===== src/rtl/conv_decoder_pkg.sv =====
// Shared types for the decoder pixel link: pixel width, signed pixel type and feeder FSM states.
package conv_decoder_pkg;
  localparam int PIX_W = 18;
  typedef logic signed [PIX_W-1:0] pixel_t;
  typedef enum logic [1:0] {IDLE, SEND, GAP, DONE} feeder_state_t;
endpackage


===== src/rtl/conv_decoder_pixel_feeder_if.sv =====
// Decoder pixel link between the feeder (master) and the decoder input buffer (slave).
interface conv_decoder_pixel_feeder_if;
  import conv_decoder_pkg::*;
  // start is a one-cycle strobe qualifying input_pixel; there is no backpressure.
  // dec_ready is a status flag from the decoder, expected high on the cycle after each start.
  logic   start;
  pixel_t input_pixel;
  logic   dec_ready;
  modport master (output start, output input_pixel, input dec_ready);
  modport slave  (input start, input input_pixel, output dec_ready);
endinterface


===== src/rtl/conv_sync_fifo.sv =====
// Synchronous FIFO of pixels with registered read data; rd_data holds between pops.
module conv_sync_fifo
  import conv_decoder_pkg::*;
#(
  parameter int DEPTH = 16
) (
  input  logic   clk,
  input  logic   rst,
  input  logic   wr_en,
  input  pixel_t wr_data,
  input  logic   rd_en,
  output pixel_t rd_data,
  output logic   full,
  output logic   empty
);
  localparam int AW = $clog2(DEPTH);

  pixel_t        mem [DEPTH];
  logic [AW:0]   wr_ptr, rd_ptr;
  logic          do_wr, do_rd;

  // Extra pointer bit distinguishes full from empty when the address bits match.
  assign empty = (wr_ptr == rd_ptr);
  assign full  = (wr_ptr[AW] != rd_ptr[AW]) && (wr_ptr[AW-1:0] == rd_ptr[AW-1:0]);
  assign do_rd = rd_en && !empty;
  assign do_wr = wr_en && (!full || do_rd);

  always_ff @(posedge clk) begin
    if (rst) begin
      wr_ptr  <= '0;
      rd_ptr  <= '0;
      rd_data <= '0;
    end else begin
      if (do_wr) wr_ptr <= wr_ptr + 1'b1;
      if (do_rd) begin
        rd_ptr  <= rd_ptr + 1'b1;
        rd_data <= mem[rd_ptr[AW-1:0]];
      end
    end
  end

  always_ff @(posedge clk) begin
    if (do_wr) mem[wr_ptr[AW-1:0]] <= wr_data;
  end
endmodule


===== src/rtl/conv_decoder_pixel_feeder.sv =====
// Paces buffered latent pixels onto the decoder link, one frame per frame_go, and flags a dead link.
// Optional zero padding on FIFO underrun is enabled by defining CONV_FEEDER_ZERO_PAD_EN.
module conv_decoder_pixel_feeder
  import conv_decoder_pkg::*;
#(
  parameter int DEPTH      = 16,
  parameter int FRAME_LEN  = 784,
  parameter int GAP_CYCLES = 3
) (
  input  logic                             clk,
  input  logic                             rst,
  input  logic                             wr_en,
  input  pixel_t                           wr_data,
  output logic                             full,
  input  logic                             frame_go,
  conv_decoder_pixel_feeder_if.master      link,
  output logic                             busy,
  output logic                             frame_done,
  output logic [$clog2(FRAME_LEN+1)-1:0]   pix_count,
  output logic                             link_err,
`ifdef CONV_FEEDER_ZERO_PAD_EN
  output logic [15:0]                      underrun_cnt,
`endif
  output feeder_state_t                    state_dbg
);
  localparam int CW = $clog2(FRAME_LEN+1);
  localparam int GW = (GAP_CYCLES > 1) ? $clog2(GAP_CYCLES) : 1;

  feeder_state_t state, state_nxt;
  logic [GW-1:0] gap_cnt;
  logic          fifo_empty, pop, pad, send, start_q, start_d, last;
  pixel_t        fifo_rd_data;

  conv_sync_fifo #(.DEPTH(DEPTH)) u_fifo (
    .clk     (clk),
    .rst     (rst),
    .wr_en   (wr_en),
    .wr_data (wr_data),
    .rd_en   (pop),
    .rd_data (fifo_rd_data),
    .full    (full),
    .empty   (fifo_empty)
  );

  assign last      = (pix_count == CW'(FRAME_LEN - 1));
  assign send      = pop || pad;
  assign busy      = (state != IDLE);
  assign state_dbg = state;
  assign link.start = start_q;

  always_comb begin
    state_nxt = state;
    pop       = 1'b0;
    pad       = 1'b0;
    case (state)
      IDLE: if (frame_go) state_nxt = SEND;
      SEND: begin
        if (!fifo_empty) pop = 1'b1;
`ifdef CONV_FEEDER_ZERO_PAD_EN
        else pad = 1'b1;
`endif
        if (pop || pad) state_nxt = last ? DONE : ((GAP_CYCLES > 0) ? GAP : SEND);
      end
      GAP:  if (gap_cnt == GW'(GAP_CYCLES - 1)) state_nxt = SEND;
      DONE: state_nxt = IDLE;
      default: state_nxt = IDLE;
    endcase
  end

  always_ff @(posedge clk) begin
    if (rst) begin
      state      <= IDLE;
      gap_cnt    <= '0;
      pix_count  <= '0;
      start_q    <= 1'b0;
      start_d    <= 1'b0;
      frame_done <= 1'b0;
      link_err   <= 1'b0;
    end else begin
      state      <= state_nxt;
      start_q    <= send;
      start_d    <= start_q;
      frame_done <= (state == DONE);
      // start_d marks the cycle after a strobe, when the decoder must report ready.
      if (start_d && !link.dec_ready) link_err <= 1'b1;
      if (state == IDLE && frame_go) pix_count <= '0;
      else if (send)                 pix_count <= pix_count + 1'b1;
      if (state == GAP) gap_cnt <= gap_cnt + 1'b1;
      else              gap_cnt <= '0;
    end
  end

`ifdef CONV_FEEDER_ZERO_PAD_EN
  logic zero_sel;
  // A padded strobe shows zero until the next real pop replaces it.
  assign link.input_pixel = zero_sel ? '0 : fifo_rd_data;

  always_ff @(posedge clk) begin
    if (rst) begin
      zero_sel     <= 1'b0;
      underrun_cnt <= '0;
    end else begin
      if (pad)      zero_sel <= 1'b1;
      else if (pop) zero_sel <= 1'b0;
      if (pad && underrun_cnt != 16'hFFFF) underrun_cnt <= underrun_cnt + 16'd1;
    end
  end
`else
  assign link.input_pixel = fifo_rd_data;
`endif
endmodule


===== src/flat_wrapper.sv =====
// flat-port wrapper written by rule: the top's interface ports become plain ports
module conv_decoder_pixel_feeder_flat import conv_decoder_pkg::*;
#(
  parameter int DEPTH      = 16,
  parameter int FRAME_LEN  = 784,
  parameter int GAP_CYCLES = 3
)
  (clk, rst, wr_en, wr_data, full, frame_go, busy, frame_done, pix_count, link_err, state_dbg, link_start, link_input_pixel, link_dec_ready);
  conv_decoder_pixel_feeder_if link_i ();
  input  logic clk;
  input  logic rst;
  input  logic wr_en;
  input  pixel_t wr_data;
  output logic full;
  input  logic frame_go;
  output logic busy;
  output logic frame_done;
  output logic [$clog2(FRAME_LEN+1)-1:0] pix_count;
  output logic link_err;
  output feeder_state_t state_dbg;
  output wire logic [$bits(link_i.start)-1:0] link_start;
  output wire logic [$bits(link_i.input_pixel)-1:0] link_input_pixel;
  input wire logic [$bits(link_i.dec_ready)-1:0] link_dec_ready;
  assign link_start = link_i.start;
  assign link_input_pixel = link_i.input_pixel;
  assign link_i.dec_ready = link_dec_ready;
  conv_decoder_pixel_feeder #(.DEPTH(DEPTH), .FRAME_LEN(FRAME_LEN), .GAP_CYCLES(GAP_CYCLES)) u_core (.clk(clk), .rst(rst), .wr_en(wr_en), .wr_data(wr_data), .full(full), .frame_go(frame_go), .link(link_i), .busy(busy), .frame_done(frame_done), .pix_count(pix_count), .link_err(link_err), .state_dbg(state_dbg));
endmodule

===== config.mk =====
export PLATFORM = sky130hd
export DESIGN_NAME = conv_decoder_pixel_feeder_flat
export DESIGN_NICKNAME = d
export VERILOG_FILES = /design/src/rtl/conv_decoder_pkg.sv /design/src/rtl/conv_decoder_pixel_feeder_if.sv /design/src/rtl/conv_sync_fifo.sv /design/src/rtl/conv_decoder_pixel_feeder.sv /design/src/flat_wrapper.sv
export SDC_FILE = /design/constraint.sdc
export NUM_CORES = 1
export LEC_CHECK = 0
export ABC_AREA = 1
export CORE_ASPECT_RATIO = 0.8
export CORE_MARGIN = 8
export CORE_UTILIZATION = 45
export CTS_CLUSTER_DIAMETER = 30
export DETAILED_ROUTE_END_ITERATION = 16
export PLACE_DENSITY = 0.67
export SETUP_SLACK_MARGIN = 0.2
export SLEW_MARGIN = 20
export SYNTH_ARGS = -nofsm -noshare
export SYNTH_HDL_FRONTEND = slang
export SYNTH_SLANG_ARGS = --single-unit

===== constraint.sdc =====
create_clock -name clk -period 6.5 [get_ports clk]
set_input_delay 1.3 -clock clk [delete_from_list [all_inputs] [get_ports clk]]
set_output_delay 1.3 -clock clk [all_outputs]
set_load 0.01 [all_outputs]

==> impl_metrics.json <==
{
  "port_buffers": 57,
  "cts_resized": 0,
  "cp.arrival_ns": 2.87,
  "rr_worst_depth": 8,
  "yosys.cell_types.count": 28,
  "yosys_warnings": 0,
  "async_flop_share_pct": 0,
  "die_area_sq_um": 37800,
  "powerDensity_nw_per_um2": 362,
  "post_dp_cell_area_sq_um": 15300,
  "numCtsBuffers": 59,
  "wirelength_microns": 34600,
  "n_fill_cell": 2673,
  "netlist_top_cells_area": "edfxtp_1, nand2_1, dfxtp_1, nand3_1, inv_1",
  "worst_slack_ns": 2.33,
  "synth-compound-area-share_pct": 3.75,
  "post-place-ws_ns": 2.58,
  "track_usage_pct": 18.1,
  "diodes": 0,
  "num_vias": 9994,
  "fin_setup_tns_ns": 0,
  "ys_seq_elements": 334,
  "grt_pass1_wl_microns": 54800,
  "power.switching_mw": 1.56,
  "nNetsFinal": 1540,
  "wire_per_inst_microns": 17.5,
  "worst-path-max-fanout": 60,
  "fp-row-count": 58,
  "syn_nets": 1469,
  "ant_nets": 0,
  "ctsHoldBuffers": 0,
  "multi_input_comb_area_sq_um": 3720,
  "start_util_pct": 45.6,
  "clockRootBuffer": "clkbuf_16",
  "core_sq_um": 31400,
  "synth.avg_cell_area_sq_um": 9.94,
  "syn-cell-area_sq_um": 14300,
  "cp-start-kind": "flop",
  "comb_power_share_pct": 11.6,
  "grt_pass1_vias": 9928,
  "clock_path_buffers": 3,
  "drive_above_1_share_pct": 8.92,
  "setup_viol": 0,
  "grt_max_degree": 99,
  "antenna_found_initial": 0,
  "internal-power_mw": 4.70,
  "die_x_microns": 215,
  "grt-ovfl-total": 0,
  "peakVddDrop_uv": 199,
  "yosys-top-cells-count": "nand2_1, edfxtp_1, inv_1, nor2_1, nand3_1",
  "cts_tree": "built",
  "drtIter0Drc": 881,
  "finalCritPeriodShare_pct": 64.1,
  "clk_pin_slew_ns": 0.04,
  "cp.required_ns": 5.20,
  "cts_max_level": 2,
  "hold_path_depth": 1,
  "yosysMostFrequentCell": "nand2_1",
  "final.setup_skew_ns": 0.0142,
  "clock-sinks": 334,
  "die_h_microns": 175,
  "place.gp.congestion": 0.850,
  "dp_hpwl_microns": 21400,
  "seq_power_share_pct": 39.1,
  "synthCells": 1439,
  "worst_pin_slew_ns": 1.00,
  "max-slew-margin-rel_pct": 33.1,
  "yosys.area_share.simple_pct": 20.6,
  "cellLeakagePower_nw": 7.07,
  "pwr-share-clk_pct": 49.3,
  "crit_type": "reg2out",
  "design_area_sq_um": 17300,
  "muxShareOfSynthArea_pct": 0,
  "rsz0062_at_grt": "false",
  "end_kind": "output pin",
  "yosys.area.top_type": "edfxtp_1",
  "hold_violations": 0,
  "maxSlewViolCount": 0,
  "clkLatencyLatePin_ns": 0.57,
  "drc_errors": 0,
  "max_cap_violations": 0,
  "pin_count": 58,
  "dr.pass1.iters": 5,
  "synth_edf_count": 288,
  "synth_ff_type": "edfxtp_1",
  "seq_area_sq_um": 9570,
  "status": "finished clean",
  "synth_top_family_by_area": "simple AND/OR/NAND/NOR gates",
  "max_freq_mhz": 240,
  "fin_crit_ns": 4.17,
  "synth_top_area_share_pct": 60.5,
  "switching_share_pct": 24.9,
  "syn2layout_area_growth_pct": 21.2,
  "hp-class": "reg2reg",
  "via_per_inst": 5.05,
  "synth-seq-area-share_pct": 66.9,
  "yosys.area_share.xor_xnor_pct": 0.551,
  "cts_setup_buffers": 0,
  "utilization_pct": 55.3,
  "synthAdderAreaFrac_pct": 0.613
}
cells in the final DEF, fill, tap and decap left out, drive strengths merged, types with 3 or more instances in the layout:
cell type,instances
a21oi,31
xor2,6
clkdlybuf4s50,57
ha,7
edfxtp,288
dfxtp,46
bufinv,10
xnor2,3
o21ai,76
buf,21
nand2,357
clkbuf,68
nand3,146
nor2,188
clkinvlp,7
nand4,4
clkinv,25
nor3,18
inv,197
worst paths after layout:
check,start,to,slack [ns]
min reg2reg,u_core.gap_cnt[0],u_core.gap_cnt[0],0.42
min,u_core.gap_cnt[0],u_core.gap_cnt[0],0.42
max reg2reg,u_core.u_fifo.rd_ptr[0],u_core.u_fifo.mem[5][11],2.87
max,u_core.u_fifo.rd_ptr[0],full,2.33
power groups by stage:
stage / clock network [mW] / registers [mW] / logic [mW]
after CTS: 3.12 / 2.45 / 0.731
after detailed placement: 0 / 2.49 / 0.724
final: 3.09 / 2.45 / 0.729
after global routing: 3.22 / 2.45 / 0.818
after floorplan: 0 / 2.46 / 0.490
after global placement: 0 / 2.48 / 0.714
sequential cells by signal, indices dropped and copies added, names as in the netlist:
name                   cells
u_core.frame_done          1
u_core.gap_cnt             2
u_core.u_fifo.mem        288
u_core.start_d             1
u_core.u_fifo.wr_ptr       5
u_core.link_err            1
u_core.state_dbg           2
u_core.link.start          1
u_core.u_fifo.rd_data     18
u_core.u_fifo.rd_ptr       5
u_core.pix_count          10
layout make-up:
type / count / share of cell area, %
multi-input combinational: 839 / 21.5
clock inverter: 41 / 2.80
timing repair buffer: 78 / 4.20
tap: 420 / 3.03
clock buffer: 68 / 8.90
sequential: 334 / 55.3
inverter: 198 / 4.30
logic make-up (layout without fill, tap and decap cells):
kind of cell / Yosys count / in the layout
buffers and inverters: 266 / 385
AO/OA/AOI/OAI: 107 / 107
AND/OR/NAND/NOR: 716 / 716
adder cells (fa/ha/maj): 7 / 7
XOR/XNOR: 9 / 9
flip-flops: 334 / 334
per-stage QoR:
stage	power [mW]	hold slack [ns]	instances
CTS	6.30	0.422	1978
global placement	3.20	0.399	1869
floorplan	2.96	0.392	1439
finish	6.26	0.424	1978
global route	6.49	0.444	1978
detailed placement	3.21	0.415	1869
critical path: stages, from the launching register on:
cell	delay, ns
dfxtp_4	0.77
inv_4	0.38
nand2_1	0.16
nand2_2	0.07
nor2_4	0.12
nand2_1	0.07
nor2_1	0.15
clkdlybuf4s50_1	0.59
layer usage:
layer | part of all wire [%] | track usage (%) | vias to the layer above | wire [microns]
met3 | 6.1 | 2.99 | 56 | 2120
met1 | 46 | 25.1 | 4764 | 15800
met5 | 0 | 0 | - | 0
met2 | 46 | 28.8 | 334 | 15900
met4 | 2.3 | 5.98 | 0 | 791
li1 | - | - | 4840 | -
Note: power is estimated with default switching activity, not from simulation.
